--- src/rtl/mc_serial_pkg.sv ---
// Shared types and constants for the bit-banged serial receiver.
// MC_SERIAL_RX_PARITY_EN adds an even-parity bit between data and stop.
package mc_serial_pkg;

  localparam int DATA_BITS = 8;
  localparam int CNT_W     = 3;
`ifdef MC_SERIAL_RX_PARITY_EN
  localparam int FRAME_EVENTS = 11;
`else
  localparam int FRAME_EVENTS = 10;
`endif

  typedef enum logic [1:0] {
    IDLE   = 2'd0,
    DATA   = 2'd1,
    STOP   = 2'd2
`ifdef MC_SERIAL_RX_PARITY_EN
    ,
    PARITY = 2'd3
`endif
  } rx_state_e;

endpackage

--- src/rtl/mc_serial_fifo.sv ---
// Receive byte FIFO; pointers carry one extra wrap bit to tell full from empty.
// A push while full is accepted only when a pop happens in the same cycle.
module mc_serial_fifo
  import mc_serial_pkg::*;
#(
  parameter int FIFO_DEPTH = 4
) (
  input  logic                 clk,
  input  logic                 rst,
  input  logic                 push_i,
  input  logic [DATA_BITS-1:0] push_data_i,
  input  logic                 pop_i,
  output logic [DATA_BITS-1:0] pop_data_o,
  output logic                 full_o,
  output logic                 empty_o
);

  localparam int AW = (FIFO_DEPTH > 1) ? $clog2(FIFO_DEPTH) : 1;

  logic [DATA_BITS-1:0] mem_q [FIFO_DEPTH];
  logic [AW:0]          wptr_q, wptr_d;
  logic [AW:0]          rptr_q, rptr_d;
  logic                 pop_ok, push_ok;

  assign empty_o = (wptr_q == rptr_q);
  assign full_o  = (wptr_q[AW] != rptr_q[AW]) && (wptr_q[AW-1:0] == rptr_q[AW-1:0]);
  assign pop_ok  = pop_i & ~empty_o;
  assign push_ok = push_i & (~full_o | pop_ok);

  always_comb begin
    wptr_d = wptr_q;
    rptr_d = rptr_q;
    if (push_ok) wptr_d = wptr_q + 1'b1;
    if (pop_ok)  rptr_d = rptr_q + 1'b1;
  end

  always_ff @(posedge clk) begin
    if (!rst) begin
      wptr_q <= '0;
      rptr_q <= '0;
    end else begin
      wptr_q <= wptr_d;
      rptr_q <= rptr_d;
    end
  end

  // When full, the write slot is the one being popped this cycle, so overwrite is safe.
  always_ff @(posedge clk) begin
    if (push_ok) mem_q[wptr_q[AW-1:0]] <= push_data_i;
  end

  assign pop_data_o = empty_o ? '0 : mem_q[rptr_q[AW-1:0]];

endmodule

--- src/rtl/mc_serial_rx.sv ---
// Bit-banged serial receiver: synchronised clock/data, framing FSM, byte FIFO.
// Define MC_SERIAL_RX_PARITY_EN to expect an even-parity bit before the stop bit.
module mc_serial_rx
  import mc_serial_pkg::*;
#(
  parameter int FIFO_DEPTH  = 4,
  parameter int SYNC_STAGES = 2
) (
  input  logic                 clk,
  input  logic                 rst,
  input  logic                 ser_clk,
  input  logic                 ser_data,
  output logic [DATA_BITS-1:0] rx_data,
  output logic                 rx_valid,
  input  logic                 rx_ready,
  input  logic                 err_clr,
  output logic                 frame_err,
  output logic                 overflow,
  output logic                 parity_err
);

  logic [SYNC_STAGES-1:0] sclk_q, sdat_q;
  logic                   sclk_prev_q;
  logic                   evt_q, bit_q;

  rx_state_e              state_q, state_d;
  logic [CNT_W-1:0]       cnt_q, cnt_d;
  logic [DATA_BITS-1:0]   shift_q, shift_d;
  logic                   push;
  logic                   ferr_set, ferr_q, ferr_d;
  logic                   ovf_set, ovf_q, ovf_d;
  logic                   fifo_full, fifo_empty;

  // Sync flops reset to 1 so a line held high through reset yields no edge.
  always_ff @(posedge clk) begin
    if (!rst) begin
      sclk_q      <= '1;
      sdat_q      <= '1;
      sclk_prev_q <= 1'b1;
      evt_q       <= 1'b0;
      bit_q       <= 1'b1;
    end else begin
      sclk_q      <= {sclk_q[SYNC_STAGES-2:0], ser_clk};
      sdat_q      <= {sdat_q[SYNC_STAGES-2:0], ser_data};
      sclk_prev_q <= sclk_q[SYNC_STAGES-1];
      evt_q       <= sclk_q[SYNC_STAGES-1] & ~sclk_prev_q;
      bit_q       <= sdat_q[SYNC_STAGES-1];
    end
  end

`ifdef MC_SERIAL_RX_PARITY_EN
  logic perr_set, perr_q, perr_d;
  logic par_bad_q, par_bad_d;
`endif

  always_comb begin
    state_d  = state_q;
    cnt_d    = cnt_q;
    shift_d  = shift_q;
    push     = 1'b0;
    ferr_set = 1'b0;
`ifdef MC_SERIAL_RX_PARITY_EN
    perr_set  = 1'b0;
    par_bad_d = par_bad_q;
`endif
    if (evt_q) begin
      case (state_q)
        IDLE: begin
          if (!bit_q) begin
            state_d = DATA;
            cnt_d   = '0;
`ifdef MC_SERIAL_RX_PARITY_EN
            par_bad_d = 1'b0;
`endif
          end
        end
        DATA: begin
          shift_d = {bit_q, shift_q[DATA_BITS-1:1]};
          cnt_d   = cnt_q + 1'b1;
          if (cnt_q == CNT_W'(DATA_BITS - 1)) begin
`ifdef MC_SERIAL_RX_PARITY_EN
            state_d = PARITY;
`else
            state_d = STOP;
`endif
          end
        end
`ifdef MC_SERIAL_RX_PARITY_EN
        PARITY: begin
          if (bit_q != ^shift_q) begin
            perr_set  = 1'b1;
            par_bad_d = 1'b1;
          end
          state_d = STOP;
        end
`endif
        STOP: begin
          if (bit_q) begin
`ifdef MC_SERIAL_RX_PARITY_EN
            push = ~par_bad_q;
`else
            push = 1'b1;
`endif
          end else begin
            ferr_set = 1'b1;
          end
          state_d = IDLE;
        end
        default: state_d = IDLE;
      endcase
    end
  end

  always_ff @(posedge clk) begin
    if (!rst) begin
      state_q <= IDLE;
      cnt_q   <= '0;
      shift_q <= '0;
    end else begin
      state_q <= state_d;
      cnt_q   <= cnt_d;
      shift_q <= shift_d;
    end
  end

  mc_serial_fifo #(.FIFO_DEPTH(FIFO_DEPTH)) u_fifo (
    .clk         (clk),
    .rst         (rst),
    .push_i      (push),
    .push_data_i (shift_q),
    .pop_i       (rx_ready),
    .pop_data_o  (rx_data),
    .full_o      (fifo_full),
    .empty_o     (fifo_empty)
  );

  assign rx_valid = ~fifo_empty;
  assign ovf_set  = push & fifo_full & ~(rx_ready & ~fifo_empty);

  // A same-cycle set outranks err_clr.
  assign ferr_d = ferr_set | (ferr_q & ~err_clr);
  assign ovf_d  = ovf_set  | (ovf_q  & ~err_clr);

  always_ff @(posedge clk) begin
    if (!rst) begin
      ferr_q <= 1'b0;
      ovf_q  <= 1'b0;
    end else begin
      ferr_q <= ferr_d;
      ovf_q  <= ovf_d;
    end
  end

  assign frame_err = ferr_q;
  assign overflow  = ovf_q;

`ifdef MC_SERIAL_RX_PARITY_EN
  assign perr_d = perr_set | (perr_q & ~err_clr);

  always_ff @(posedge clk) begin
    if (!rst) begin
      perr_q    <= 1'b0;
      par_bad_q <= 1'b0;
    end else begin
      perr_q    <= perr_d;
      par_bad_q <= par_bad_d;
    end
  end

  assign parity_err = perr_q;
`else
  assign parity_err = 1'b0;
`endif

endmodule

--- config.mk ---
export PLATFORM = sky130hd
export DESIGN_NAME = mc_serial_rx
export DESIGN_NICKNAME = d
export VERILOG_FILES = /design/src/rtl/mc_serial_pkg.sv /design/src/rtl/mc_serial_fifo.sv /design/src/rtl/mc_serial_rx.sv
export SDC_FILE = /design/constraint.sdc
export NUM_CORES = 1
export LEC_CHECK = 0
export BUFFER_PORTS_ARGS = -buffer_cell sky130_fd_sc_hd__buf_2
export CAP_MARGIN = 10
export CORE_UTILIZATION = 60
export DETAILED_ROUTE_END_ITERATION = 16
export PLACE_DENSITY = 0.91
export SLEW_MARGIN = 20
export SYNTH_ARGS = -nofsm -noshare
export SYNTH_HDL_FRONTEND = slang
export SYNTH_SLANG_ARGS = --single-unit
--- constraint.sdc ---
create_clock -name clk -period 3.05 [get_ports clk]
set_clock_uncertainty 0.05 [all_clocks]
set_input_delay 0.305 -clock clk [delete_from_list [all_inputs] [get_ports clk]]
set_output_delay 0.305 -clock clk [all_outputs]
set_load 0.005 [all_outputs]
### After elaboration in Yosys (flattened, before gate mapping)

Memories as Yosys holds them, arrays and structs flattened. A register that Yosys moved wholly into a read port is not among the register bits.
Index checks and enable logic that the tools add are counted.

* register bits: 28
* latch bits: 0
* bits in writable memories: 32
* memory bits (read-only): 0
* word-level logic and storage cells: 61
* memories kept: 1

Memory list
* u_fifo.mem_q: depth 4, bits a word 8, read ports 1, clocked after memory_dff 1, write ports 1, line mc_serial_fifo.sv:20 `logic [DATA_BITS-1:0] mem_q [FIFO_DEPTH];`

* add/sub/neg operators: 3
* $mul: 0
* div/mod/pow operators: 0
* $lt $le $gt $ge: 0
* eq/ne operators: 8
* shift operators: 0
* muxes and demuxes: 16
* bitwise logic cells: 15
* reductions and logical operators: 6

Operators with widths (number)
* $add 3x1->3 const B: 3
* $mux 1: 8
* $mux 2: 4
* $mux 8: 1
* $and 1x1->1: 7
* $pmux 3 s2: 1
* $reduce_and 3->1: 2
* $not 1->1: 5
* $ne 2x2->1 const B: 2
* $pmux 2 s2: 1
* $eq 3x3->1: 1
* $eq 3x3->1 const B: 1
* $mux 3: 1
* $or 1x1->1: 3
* $eq 2x1->1 const B: 1
* $eq 2x2->1: 1
* $eq 2x2->1 const B: 1
* $logic_not 2->1: 1
* $reduce_and 2->1: 1
* $reduce_bool 2->1: 1
* $logic_and 1x1->1: 1
* $ne 1x1->1: 1

### Longest topological paths before layout

* depth in word-level cells: 7
* mapped depth: 5

### By module

A second synthesis with hierarchy kept.

* cells, all modules: 196
* area, all modules: 2611.3 µm²

By module, submodules not included
* mc_serial_fifo: instances 1, cells an instance 103, area each 1695.4 µm², sequential area each 1121.1 µm²
* mc_serial_rx: instances 1, cells an instance 93, area each 915.9 µm², sequential area each 440.4 µm²

### Worst setup path before layout

No wires, ideal clock.

* kind: flip-flop to flip-flop
* start point: reg state_q[0]
* end point: mem u_fifo.mem_q[2][0] (enable)
* arrival time: 1.224 ns
* setup slack: 1.444 ns
* stages on the path, launching flop included: 5
* path buffers: 1
* clock period less this slack: 1.606 ns
* path through: dfxtp_1 -> buf_2 -> nand4b_2 -> a41oi_4 -> and2_1

* longest elaborated chain between the ends: 6

Ends and longest elaborated chain
* start: declaration: line mc_serial_rx.sv:26 `rx_state_e state_q, state_d;`
* start signal: assignment: line mc_serial_rx.sv:120 `state_q <= state_d;`
* $eq 2x2->1: line mc_serial_rx.sv:67 `case (state_q)`
* $mux 1: line mc_serial_rx.sv:67
* $mux 1: line mc_serial_rx.sv:66 `if (evt_q) begin`
* $and 1x1->1: line mc_serial_fifo.sv:28 `assign push_ok = push_i & (~full_o | pop_ok);`
* $mux 1: line mc_serial_fifo.sv:49 `if (push_ok) mem_q[wptr_q[AW-1:0]] <= push_data_i;`
* $mux 1 (implied by the code): line mc_serial_fifo.sv:49
* end: declaration: line mc_serial_fifo.sv:20

Every way passes these cells.

==> impl_metrics.csv <==
group,metric,value,unit
status,status,"finished, final reports clean",
setup_path,endpoint_kind,"output pin",
synth,netlist.area_leader.share,38.1,%
cts,clk_path_buf_depth,2,
pwr,p_leak,1.07,nW
global_routing,antenna_found_initial,0,
synth,syn_area_per_cell,13.6,µm²
flow_run,drv_cap,0,
synth,synth_cell_types,38,
sta,setup_slack,0.840,ns
setup_path,crit_required,2.69,ns
layout,area_growth,11.5,%
placement,dp_slack,1.12,ns
placement,io_buffer_count,16,
sta,drv_slew,0,
setup_path,path_cells,"mux4_2, nor2b_1, buf_2",
hold_path,hold_class,"input pin to register",
cts,root_buffer,"clkbuf_8",
detailed_routing,wl,3.87,mm
detailed_routing,wl_per_cell,14.9,µm
floorplan,die_x,66.8,µm
setup_path,timing.rr.start,"state_q[0]",
cts,cts_inserted_buffers,9,
floorplan,rows,23,
pwr,vdd_drop_max,0.000435,V
detailed_routing,via_per_inst,5.45,
layout,fin_nets,217,
synth,seq_area_frac_synth,61.9,%
global_routing,grt_pass1_vias,1363,
cts,ctsHoldBuffers,0,
placement,post_dp_cell_area,2630,µm²
sta,finalSetupViolations,0,
layout,fillers,305,
cts,htreeDepth,3,
detailed_routing,drtPass1Iterations,4,
synth,syn_nets,198,
global_routing,grt_pass1_wl,6.54,mm
setup_path,cp_slowest_cell,"dfxtp_1",
setup_path,crit_type,"register to output pin",
synth,yosysWarnings,0,
setup_path,start_kind,"register",
layout,antennaDiodeCount,0,
cts,cts_sinks,62,
global_routing,grt_max_degree,33,
layout,multi_input_area,893,µm²
cts,clock_latency,0.34,ns
detailed_routing,drtIter0Drc,72,
sta,timing.fmax,453,MHz
synth,synth-seq-cells,62,
hold_path,worstHoldStart,"ser_data",
cts,tritoncts,"built",
cts,ctsResizeCount,0,
setup_path,cp_max_fo,8,
layout,final_layout_size_suffix_gt1_share,22.0,%
detailed_routing,final_antenna_net_count,0,
setup_path,cp.arrival,1.85,ns
detailed_routing,drc,0,
sta,period_share,72.5,%
cts,cts.clk_slew.worst_paths,0.07,ns
sta,hold_violations,0,
setup_path,path_buf_inv,1,
placement,routabilityCongestion,0.779,
cts,cts_setup_buffers,0,
synth,syn_inst,185,
floorplan,start_util,62.6,%
setup_path,crit_family,"flip-flops",
sta,final.setup.tns,0,ns
detailed_routing,vias,1411,
sta,period_minus_slack,2.21,ns
sta,slew-limit-headroom,56.9,%
sta,tightest_slew,0.644,ns
synth,yosys-top-cells-area,"edfxtp_1 (38%), dfxtp_1 (24%), mux4_2 (7.1%)",
sta,rsz0062_at_grt,"false",
synth,synth.largest_area_cell,"edfxtp_1",
placement,numPlacedInstances,243,
global_routing,grt_usage,21.6,%
global_routing,gr-total-overflow,0,
floorplan,pin_count,18,
layout,layout.cells.non_filler,259,
floorplan,core-area,4030,µm²
floorplan,die_area,4470,µm²
pwr,power.density,553,nW/µm²
floorplan,fp.dieH,66.8,µm
layout,seq_area,1560,µm²
placement,dp_hpwl,2.64,mm
setup_path,max_stage_delay,0.66,ns
layout,post-route-cell-area,2810,µm²
synth,syn_area,2520,µm²
-- final cells by class --
| cell class | instances | area share, % |
|---|---|---|
| Timing Repair Buffer | 17 | 3.11 |
| Inverter | 7 | 0.934 |
| Multi-Input combinational cell | 107 | 31.8 |
| Clock buffer | 11 | 4.67 |
| Tap cell | 50 | 2.22 |
| Sequential cell | 62 | 55.5 |
| Clock inverter | 5 | 1.78 |
-- metrics by stage --
| stage | hold WS [ns] | total power, mW | utilization, % |
|---|---|---|---|
| final | 0.104 | 1.56 | 69.8 |
| after detailed placement | 0.351 | 0.907 | 65.3 |
| after global placement | 0.339 | 0.906 | 65.3 |
| after global routing | 0.0823 | 1.61 | 69.8 |
| after floorplan | 0.328 | 0.902 | - |
| after CTS | 0.0869 | 1.57 | 69.8 |
-- cell usage in the layout, fill, tap and decap left out, types with 2 or more instances in the layout --
cell,instances
clkbuf_8,9
a21boi_0,8
clkinv_2,4
nand4b_1,2
ha_1,7
nand2_1,14
clkbuf_1,2
and2_1,9
xor2_1,2
nor2b_1,12
nand2b_1,7
a21boi_1,2
nand3_1,10
mux4_2,8
xnor2_1,5
buf_2,16
edfxtp_1,32
o21ai_1,2
inv_1,7
dfxtp_1,30
-- state kept, by name, summed over array words and instances, names as in the netlist, 2 cells and up, named ones only --
register,count
shift_q,8
u_fifo.wptr_q,3
u_fifo.rptr_q,3
sclk_q,2
sdat_q,2
state_q,2
u_fifo.mem_q,32
cnt_q,3
-- where the power goes --
part	total, mW	internal (mW)	switching (mW)
Clock	0.668	0.372	0.296
Combinational	0.0159	0.00699	0.00890
Sequential	0.873	0.871	0.00162
-- cells in the mapped netlist --
cell,number
o21ai_0,1
mux2i_1,1
xor2_1,2
nand4b_1,2
clkbuf_1,5
buf_4,1
a32oi_1,1
o21a_1,1
conb_1,1
or2_0,1
xor2_2,1
nand4b_2,1
o21ai_1,2
ha_1,7
inv_1,7
o311ai_1,1
a21boi_0,8
mux4_2,8
and2_1,9
nand2_1,14
a21oi_1,1
xnor2_1,5
and3b_1,1
nand4_1,1
o22ai_1,1
nor3_2,1
nand2b_1,7
nand3_1,10
and2_4,1
dfxtp_1,30
a21boi_1,2
o32ai_1,1
edfxtp_1,32
buf_2,3
o31ai_2,1
o21ai_2,1
a41oi_4,1
nor2b_1,12
-- final timing paths --
kind	slack, ns	cells after the start	endpoint
setup / recovery	0.84	3	rx_data[7]
setup reg to reg	1.13	3	u_fifo.mem_q[0][1]
hold / removal	0.10	2	sdat_q[0]
hold reg to reg	0.36	1	sclk_q[1]
-- cells by family after synthesis --
logic type	count (synthesis)	share of synthesized area, %
XOR/XNOR	8	3.08
other	1	0.149
adder cells (fa/ha/maj)	7	3.47
AO/OA/AOI/OAI	22	7.29
flip-flops	62	61.9
multiplexers	9	7.54
buffers and inverters	16	2.68
AND/OR/NAND/NOR	60	13.9
-- per-layer routing --
metal  GRT usage [%]  wire, µm  vias up
met3            9.25       179        8
met4            10.4        83        0
met2            31.8      1840       29
met1            27.1      1770      677
met5               0         0        -
li1                -         -      697
No activity file was read; power rests on OpenSTA's default activity.
